File: src/rtl/motor_pkg.sv
// Shared constants, state encoding and command payload for the motor command scheduler.
package motor_pkg;

    localparam int unsigned N_MOTOR = 6;
    localparam int unsigned POS_W   = 10;
    localparam int unsigned IDX_W   = 3;
    localparam int unsigned DEPTH   = 4;
    localparam int unsigned LVL_W   = 3;
    localparam int unsigned BCD_W   = 12;
    localparam int unsigned BUSY_TO = 16;
    localparam int unsigned TMR_W   = 4;

    localparam logic [3:0] BCD_MAX = 4'd9;

    typedef enum logic [2:0] {
        WAIT_INIT = 3'd0,
        IDLE      = 3'd1,
        CALC      = 3'd2,
        ISSUE     = 3'd3,
        WAIT_HI   = 3'd4,
        WAIT_LO   = 3'd5
    } state_t;

    // FIFO entry: motor index plus binary target position.
    typedef struct packed {
        logic [IDX_W-1:0] idx;
        logic [POS_W-1:0] tgt;
    } cmd_t;

    // Three BCD digits (hundreds, tens, ones) to binary.
    function automatic logic [POS_W-1:0] bcd_to_bin(input logic [BCD_W-1:0] b);
        return POS_W'(b[11:8]) * POS_W'(100) + POS_W'(b[7:4]) * POS_W'(10) + POS_W'(b[3:0]);
    endfunction

endpackage

File: src/rtl/cmd_fifo.sv
// Command FIFO with registered full/empty/level flags.
// Ports: clk, rst_n, push/pop strobes, wdata in, head_c (current head, combinational),
//        full, empty, level (occupancy 0..DEPTH).
module cmd_fifo #(
    parameter int unsigned DEPTH = 4,
    parameter int unsigned W     = 13
) (
    input  logic                     clk,
    input  logic                     rst_n,
    input  logic                     push,
    input  logic                     pop,
    input  logic [W-1:0]             wdata,
    output logic [W-1:0]             head_c,
    output logic                     full,
    output logic                     empty,
    output logic [$clog2(DEPTH):0]   level
);

    localparam int unsigned PTR_W = $clog2(DEPTH);

    logic [W-1:0]     mem [DEPTH];
    logic [PTR_W-1:0] wr_ptr;
    logic [PTR_W-1:0] rd_ptr;
    logic             do_push;
    logic             do_pop;
    logic [PTR_W:0]   level_n;

    // Guarded strobes and next occupancy.
    always_comb begin
        do_push = push && !full;
        do_pop  = pop && !empty;
        level_n = level;
        if (do_push && !do_pop) begin
            level_n = level + (PTR_W+1)'(1);
        end else if (!do_push && do_pop) begin
            level_n = level - (PTR_W+1)'(1);
        end
    end

    // Pointers wrap naturally because DEPTH is a power of two.
    always_ff @(posedge clk or negedge rst_n) begin
        if (!rst_n) begin
            wr_ptr <= '0;
            rd_ptr <= '0;
            level  <= '0;
            full   <= 1'b0;
            empty  <= 1'b1;
        end else begin
            if (do_push) wr_ptr <= wr_ptr + PTR_W'(1);
            if (do_pop)  rd_ptr <= rd_ptr + PTR_W'(1);
            level <= level_n;
            full  <= (level_n == (PTR_W+1)'(DEPTH));
            empty <= (level_n == '0);
        end
    end

    // Storage array.
    always_ff @(posedge clk) begin
        if (do_push) mem[wr_ptr] <= wdata;
    end

    assign head_c = mem[rd_ptr];

endmodule

File: src/rtl/motor_cmd_scheduler.sv
// Queued absolute-position move scheduler for the shared stepper pulse generator.
// Ports: sysclk, rst_n; cmd_valid/cmd_ready/cmd_motor/cmd_bcd command input, cmd_err reject pulse;
//        init_done and Busy from the pulse generator; MotorOut/PulseNum/DROut/go move issue;
//        q_level FIFO occupancy.
module motor_cmd_scheduler
    import motor_pkg::*;
(
    input  logic               sysclk,
    input  logic               rst_n,
    input  logic               cmd_valid,
    output logic               cmd_ready,
    input  logic [N_MOTOR-1:0] cmd_motor,
    input  logic [BCD_W-1:0]   cmd_bcd,
    output logic               cmd_err,
    input  logic               init_done,
    input  logic               Busy,
    output logic [N_MOTOR-1:0] MotorOut,
    output logic [POS_W-1:0]   PulseNum,
    output logic [N_MOTOR-1:0] DROut,
    output logic               go,
    output logic [LVL_W-1:0]   q_level
);

    state_t              state, state_n;
    cmd_t                cur;
    cmd_t                fifo_head;
    cmd_t                wentry_c;
    logic                fifo_full, fifo_empty;
    logic [POS_W-1:0]    pos [N_MOTOR];
    logic                init_d;
    logic [TMR_W-1:0]    tmr, tmr_n;

    logic [IDX_W-1:0]    cmd_idx_c;
    logic                onehot_c, digits_ok_c, cmd_ok_c, push_c;
    logic signed [POS_W:0] diff_c;

    logic                pop_c, ld_cur_c, pos_we_c, go_n;
    logic [N_MOTOR-1:0]  motor_n, dr_n;
    logic [POS_W-1:0]    pulse_n;

    // Input validation and BCD decode.
    always_comb begin
        cmd_idx_c = '0;
        for (int i = 0; i < N_MOTOR; i++) begin
            if (cmd_motor[i]) cmd_idx_c = IDX_W'(i);
        end
        onehot_c    = (cmd_motor != '0) && ((cmd_motor & (cmd_motor - N_MOTOR'(1))) == '0);
        digits_ok_c = (cmd_bcd[11:8] <= BCD_MAX) && (cmd_bcd[7:4] <= BCD_MAX)
                   && (cmd_bcd[3:0] <= BCD_MAX);
        cmd_ok_c    = onehot_c && digits_ok_c;
        push_c      = cmd_valid && cmd_ok_c && !fifo_full;
        wentry_c    = '{idx: cmd_idx_c, tgt: bcd_to_bin(cmd_bcd)};
    end

    assign cmd_ready = !fifo_full;

    cmd_fifo #(
        .DEPTH (DEPTH),
        .W     ($bits(cmd_t))
    ) u_fifo (
        .clk    (sysclk),
        .rst_n  (rst_n),
        .push   (push_c),
        .pop    (pop_c),
        .wdata  (wentry_c),
        .head_c (fifo_head),
        .full   (fifo_full),
        .empty  (fifo_empty),
        .level  (q_level)
    );

    // Signed distance from the motor's current position to the popped target.
    assign diff_c = $signed({1'b0, cur.tgt}) - $signed({1'b0, pos[cur.idx]});

    // State register.
    always_ff @(posedge sysclk or negedge rst_n) begin
        if (!rst_n) state <= WAIT_INIT;
        else        state <= state_n;
    end

    // Next state and next values of the registered move outputs.
    always_comb begin
        state_n  = state;
        pop_c    = 1'b0;
        ld_cur_c = 1'b0;
        pos_we_c = 1'b0;
        tmr_n    = tmr;
        go_n     = 1'b0;
        motor_n  = MotorOut;
        pulse_n  = PulseNum;
        dr_n     = DROut;
        case (state)
            WAIT_INIT: begin
                if (init_done) state_n = IDLE;
            end
            IDLE: begin
                // Losing homing takes priority over starting a new move.
                if (!init_done) begin
                    state_n = WAIT_INIT;
                end else if (!fifo_empty) begin
                    pop_c    = 1'b1;
                    ld_cur_c = 1'b1;
                    state_n  = CALC;
                end
            end
            CALC: begin
                if (diff_c == '0) begin
                    state_n = IDLE;
                end else begin
                    motor_n = N_MOTOR'(1) << cur.idx;
                    pulse_n = diff_c[POS_W] ? POS_W'(-diff_c) : POS_W'(diff_c);
                    dr_n    = diff_c[POS_W] ? '0 : (N_MOTOR'(1) << cur.idx);
                    go_n    = 1'b1;
                    state_n = ISSUE;
                end
            end
            ISSUE: begin
                tmr_n   = '0;
                state_n = WAIT_HI;
            end
            WAIT_HI: begin
                if (Busy) begin
                    state_n = WAIT_LO;
                end else if (tmr == TMR_W'(BUSY_TO - 1)) begin
                    // Generator never acknowledged: drop the move, keep pos unchanged.
                    motor_n = '0;
                    pulse_n = '0;
                    dr_n    = '0;
                    state_n = IDLE;
                end else begin
                    tmr_n = tmr + TMR_W'(1);
                end
            end
            WAIT_LO: begin
                if (!Busy) begin
                    pos_we_c = 1'b1;
                    motor_n  = '0;
                    pulse_n  = '0;
                    dr_n     = '0;
                    state_n  = IDLE;
                end
            end
            default: state_n = WAIT_INIT;
        endcase
    end

    // Datapath registers: outputs, current command, position table.
    always_ff @(posedge sysclk or negedge rst_n) begin
        if (!rst_n) begin
            tmr      <= '0;
            cur      <= '0;
            MotorOut <= '0;
            PulseNum <= '0;
            DROut    <= '0;
            go       <= 1'b0;
            cmd_err  <= 1'b0;
            init_d   <= 1'b0;
            for (int i = 0; i < N_MOTOR; i++) pos[i] <= '0;
        end else begin
            tmr      <= tmr_n;
            MotorOut <= motor_n;
            PulseNum <= pulse_n;
            DROut    <= dr_n;
            go       <= go_n;
            cmd_err  <= cmd_valid && !cmd_ok_c;
            init_d   <= init_done;
            if (ld_cur_c) cur <= fifo_head;
            // A fresh homing pass re-zeroes every motor.
            if (init_done && !init_d) begin
                for (int i = 0; i < N_MOTOR; i++) pos[i] <= '0;
            end else if (pos_we_c) begin
                pos[cur.idx] <= cur.tgt;
            end
        end
    end

endmodule
File: config.mk
export PLATFORM = sky130hd
export DESIGN_NAME = motor_cmd_scheduler
export DESIGN_NICKNAME = d
export VERILOG_FILES = /design/src/rtl/motor_pkg.sv /design/src/rtl/cmd_fifo.sv /design/src/rtl/motor_cmd_scheduler.sv
export SDC_FILE = /design/constraint.sdc
export NUM_CORES = 1
export LEC_CHECK = 0
export ABC_AREA = 1
export CAP_MARGIN = 20
export CORE_ASPECT_RATIO = 0.75
export CORE_UTILIZATION = 45
export DETAILED_ROUTE_END_ITERATION = 6
export HOLD_SLACK_MARGIN = 0.1
export PLACE_DENSITY = 0.73
export SYNTH_ARGS = -nofsm -noshare
export SYNTH_HDL_FRONTEND = slang
export SYNTH_SLANG_ARGS = --single-unit
export TNS_END_PERCENT = 20
File: constraint.sdc
create_clock -name sysclk -period 3.9 [get_ports sysclk]
set_input_delay 0.78 -clock sysclk [delete_from_list [all_inputs] [get_ports sysclk]]
set_output_delay 0.78 -clock sysclk [all_outputs]
set_load 0.02 [all_outputs]
==> flow_metrics.env, run 1 <==
export IMPL_hold_viol=0
export IMPL_crit_path_max_fanout=14
export IMPL_cp_start_kind="flop"
export IMPL_worstPathBufferInverterCount=4
export IMPL_num_vias=7306
export IMPL_slew_viol_final=0
export IMPL_drtIter0Drc=657
export IMPL_fin_tns_setup_ps=0
export IMPL_post_drt_via_cell_ratio=5.43
export IMPL_peakVddDrop_uv=465
export IMPL_portBuffers=50
export IMPL_gp_congestion=0.899
export IMPL_die_x_um=163
export IMPL_syn_area_mm2=0.00878
export IMPL_regArea_mm2=0.00442
export IMPL_diodes=0
export IMPL_multi_input_area_mm2=0.00368
export IMPL_placed_area_mm2=0.00968
export IMPL_worst_slew_pin_slew_ps=916
export IMPL_grt_setup_unrepaired="no"
export IMPL_num_rows=43
export IMPL_crit_slowest_cell="o32ai_1"
export IMPL_grt_total_usage_pct=22.0
export IMPL_clock_path_buffers=2
export IMPL_synth_top_area_share_pct=32.2
export IMPL_worst_slack_ps=289
export IMPL_slowest_delay_ps=480
export IMPL_clk_latency_ps=430
export IMPL_fmax_mhz=277
export IMPL_ys_ff_latch=166
export IMPL_dp_hpwl_mm=14.7
export IMPL_grt_max_degree=70
export IMPL_yosysUniqueCellTypes=37
export IMPL_cellLeakagePower_nw=4.76
export IMPL_hold_class="primary input to asynchronous set/reset pin"
export IMPL_avgSynthCellArea_um2=8.62
export IMPL_post_place_cells=1314
export IMPL_coreArea_mm2=0.0188
export IMPL_fin_area_mm2=0.0103
export IMPL_setup_violations=0
export IMPL_grt_pass1_vias=6948
export IMPL_power_density_mw_per_mm2=802
export IMPL_path_clk_slew_ps=70
export IMPL_postRouteAntennaNets=0
export IMPL_cts_buffers=17
export IMPL_ys_warn_count=0
export IMPL_initial_core_util_pct=46.7
export IMPL_area_delta_synth_final_pct=17.5
export IMPL_worstSetupPathType="flop to flop"
export IMPL_fill_cells=1674
export IMPL_syn_nets=1092
export IMPL_antenna_found_initial=0
export IMPL_routedWlPerCell_um=15.6
export IMPL_critPathCaptureType="flop"
export IMPL_grt_pass1_wl_mm=34.5
export IMPL_layout_nets=1160
export IMPL_dieArea_mm2=0.0201
export IMPL_drc=0
export IMPL_layout_cells_non_filler=1346
export IMPL_cts_max_level=4
export IMPL_ys_seq_area_share_pct=50.3
export IMPL_dr_pass1_iters=5
export IMPL_crit_family="simple AND/OR/NAND/NOR gates"
export IMPL_cts_tree="yes"
export IMPL_clkSinkCount=166
export IMPL_gr_total_overflow=0
export IMPL_relSlewSlack_pct=38.8
export IMPL_synthTopCellsByArea="dfrtp_1 32%, edfxtp_1 18%, nand2_1 10%, ha_1 6.4%, o22ai_1 6.3%"
export IMPL_path_cells="nor2_1, inv_1, buf_4, o21ai_0, o32ai_1, ha_1, nand2_1, inv_1, a21oi_1, nand3_1, nand2_1, nand2_1, nor2_2, nand3_2, buf_4, nand3_1, nand2_1"
export IMPL_yosysTopAreaCell="dfrtp_1"
export IMPL_cts_root_buffer="clkbuf_16"
export IMPL_hold_buffers=0
export IMPL_final_min_clock_period_ps=3610
export IMPL_path_common_cell="nand2_1"
export IMPL_fin_crit_sh_pct=92.6
export IMPL_outcome="complete, no violations"
export IMPL_crit_required_ps=4220
export IMPL_wl_mm=20.9
export IMPL_max_cap_violations=0
export IMPL_cp_arrival_ps=3930
export IMPL_die_y_um=123
export IMPL_dpl_worst_slack_ps=42.5
export IMPL_pin_count=51
export IMPL_drive_above_1_share_pct=7.10
export IMPL_finClkSkew_ps=13.8
export IMPL_syn_inst=1018
==> Yosys cell counts <==
library cell  instances
nand2_1             236
inv_1               148
dfrtp_1             113
nor2_1               95
o22ai_1              89
nand3_1              57
o21ai_0              55
edfxtp_1             52
ha_1                 45
clkbuf_1             25
a21oi_1              20
xor2_1               11
nand4_1               9
nor3_1                8
xnor2_1               8
fa_1                  6
o211ai_1              5
o32ai_1               5
nand3_2               4
nor2_2                4
nand2_2               3
buf_2                 2
buf_6                 2
clkinv_1              2
o31ai_1               2
a22o_1                1
a22oi_1               1
a31oi_1               1
buf_1                 1
dfstp_2               1
inv_2                 1
mux2_2                1
nand2_4               1
nand3b_1              1
nor3_2                1
o21a_1                1
o21bai_1              1
==> cells in the final DEF, fill, tap and decap left out, types with 5 or more instances in the layout <==
cell             Yosys  routed
buf_4                0      29
a21oi_1             20      20
dfrtp_1            113     113
o22ai_1             89      89
xor2_1              11      11
edfxtp_1            52      52
ha_1                45      44
o21ai_0             55      54
clkdlybuf4s50_1      0      49
xnor2_1              8       8
clkbuf_16            0      17
o211ai_1             5       5
nor3_1               8       8
inv_1              148     148
fa_1                 6       6
nor2_1              95      95
nand3_1             57      57
nand2_1            236     236
nand4_1              9       9
==> flip-flops by register name, summed over array words and instances (netlist names), 2 cells and up <==
name and cells:
u_fifo.rd_ptr 2, u_fifo.wr_ptr 2, pos 60, u_fifo.mem 52, state 3, MotorOut 6
u_fifo.level 3, PulseNum 10, tmr 4, cur 13, DROut 6
==> kinds of logic (layout without fill, tap and decap cells) <==
| logic type | after synthesis | count (layout) | synth area share [%] |
|---|---|---|---|
| and+or+nand+nor | 419 | 419 | 19.8 |
| AOI/OAI and AO/OA | 181 | 181 | 12.1 |
| buffers and inverters | 181 | 262 | 7.94 |
| DFF | 166 | 166 | 50.3 |
| adders and majority gates | 51 | 51 | 7.78 |
| xor gates and xnor gates | 19 | 19 | 1.90 |
| muxes | 1 | 1 | 0.128 |
==> where the power goes <==
part	switching [mW]	internal, mW	leakage [nW]	total (mW)
registers	0.208	2.11	2.00	2.32
logic	2.77	1.42	2.46	4.19
clock network	0.698	1.05	0.299	1.75
==> what timing repair did <==
item                       in CTS  in global routing
setup endpoints to repair       0                 22
setup buffers                   0                  0
resized for setup               0                  4
==> worst reg2reg max path, delay by kind of cell, from the launching register on <==
kind,cells,cell delay (ps)
flops,1,430
simple gates,9,1060
fa+ha+maj,1,400
buf+inv,4,830
compound gates,3,790
==> final timing paths <==
kind,start,end,slack [ps],cells after the start
worst min register to register,MotorOut[5]$_DFFE_PN0P_,MotorOut[5]$_DFFE_PN0P_,470,2
min in group sysclk,MotorOut[5]$_DFFE_PN0P_,MotorOut[5]$_DFFE_PN0P_,470,2
worst max-delay path,cur[10]$_DFFE_PN0P_,DROut[2]$_DFFE_PN0P_,290,17
worst min-delay path,rst_n,pos[42]$_DFFE_PN0P_,470,1
worst max register to register,cur[10]$_DFFE_PN0P_,DROut[2]$_DFFE_PN0P_,290,17
max in group asynchronous,rst_n,u_fifo.empty$_DFF_PN1_,2600,2
==> cell type report <==
type                    count  area share, %
repair buffers             79           7.06
multi-input cells         671           35.7
clock buffers              22           4.54
inverters                 151           5.50
clock inverters            10           1.40
well taps                 247           3.00
flip-flops and latches    166           42.8
==> through the flow <==
step	util, %	hold slack (ps)	total power, mW
2_1_floorplan	-	471	5.23
3_3_place_gp	51.6	459	6.32
3_5_place_dp	51.6	457	6.42
4_1_cts	54.8	475	8.20
5_1_grt	54.9	495	8.88
6_report	54.9	472	8.27
==> per-layer routing <==
| metal | vias up | GRT usage, % | share of wire, % |
|---|---|---|---|
| met4 | 0 | 5.49 | 1.1 |
| li1 | 3523 | - | - |
| met2 | 233 | 32.8 | 44 |
| met1 | 3529 | 31.7 | 47 |
| met5 | - | 0 | 0 |
| met3 | 21 | 6.17 | 7.7 |
(Power assumes the default switching activity.)
==> inputs of run 2 (changes only) <==
Settings changed: CTS_CLUSTER_SIZE from default to 14.
==> results of run 2 <==
Final layout, timing and power as in run 1 (identical DEF).
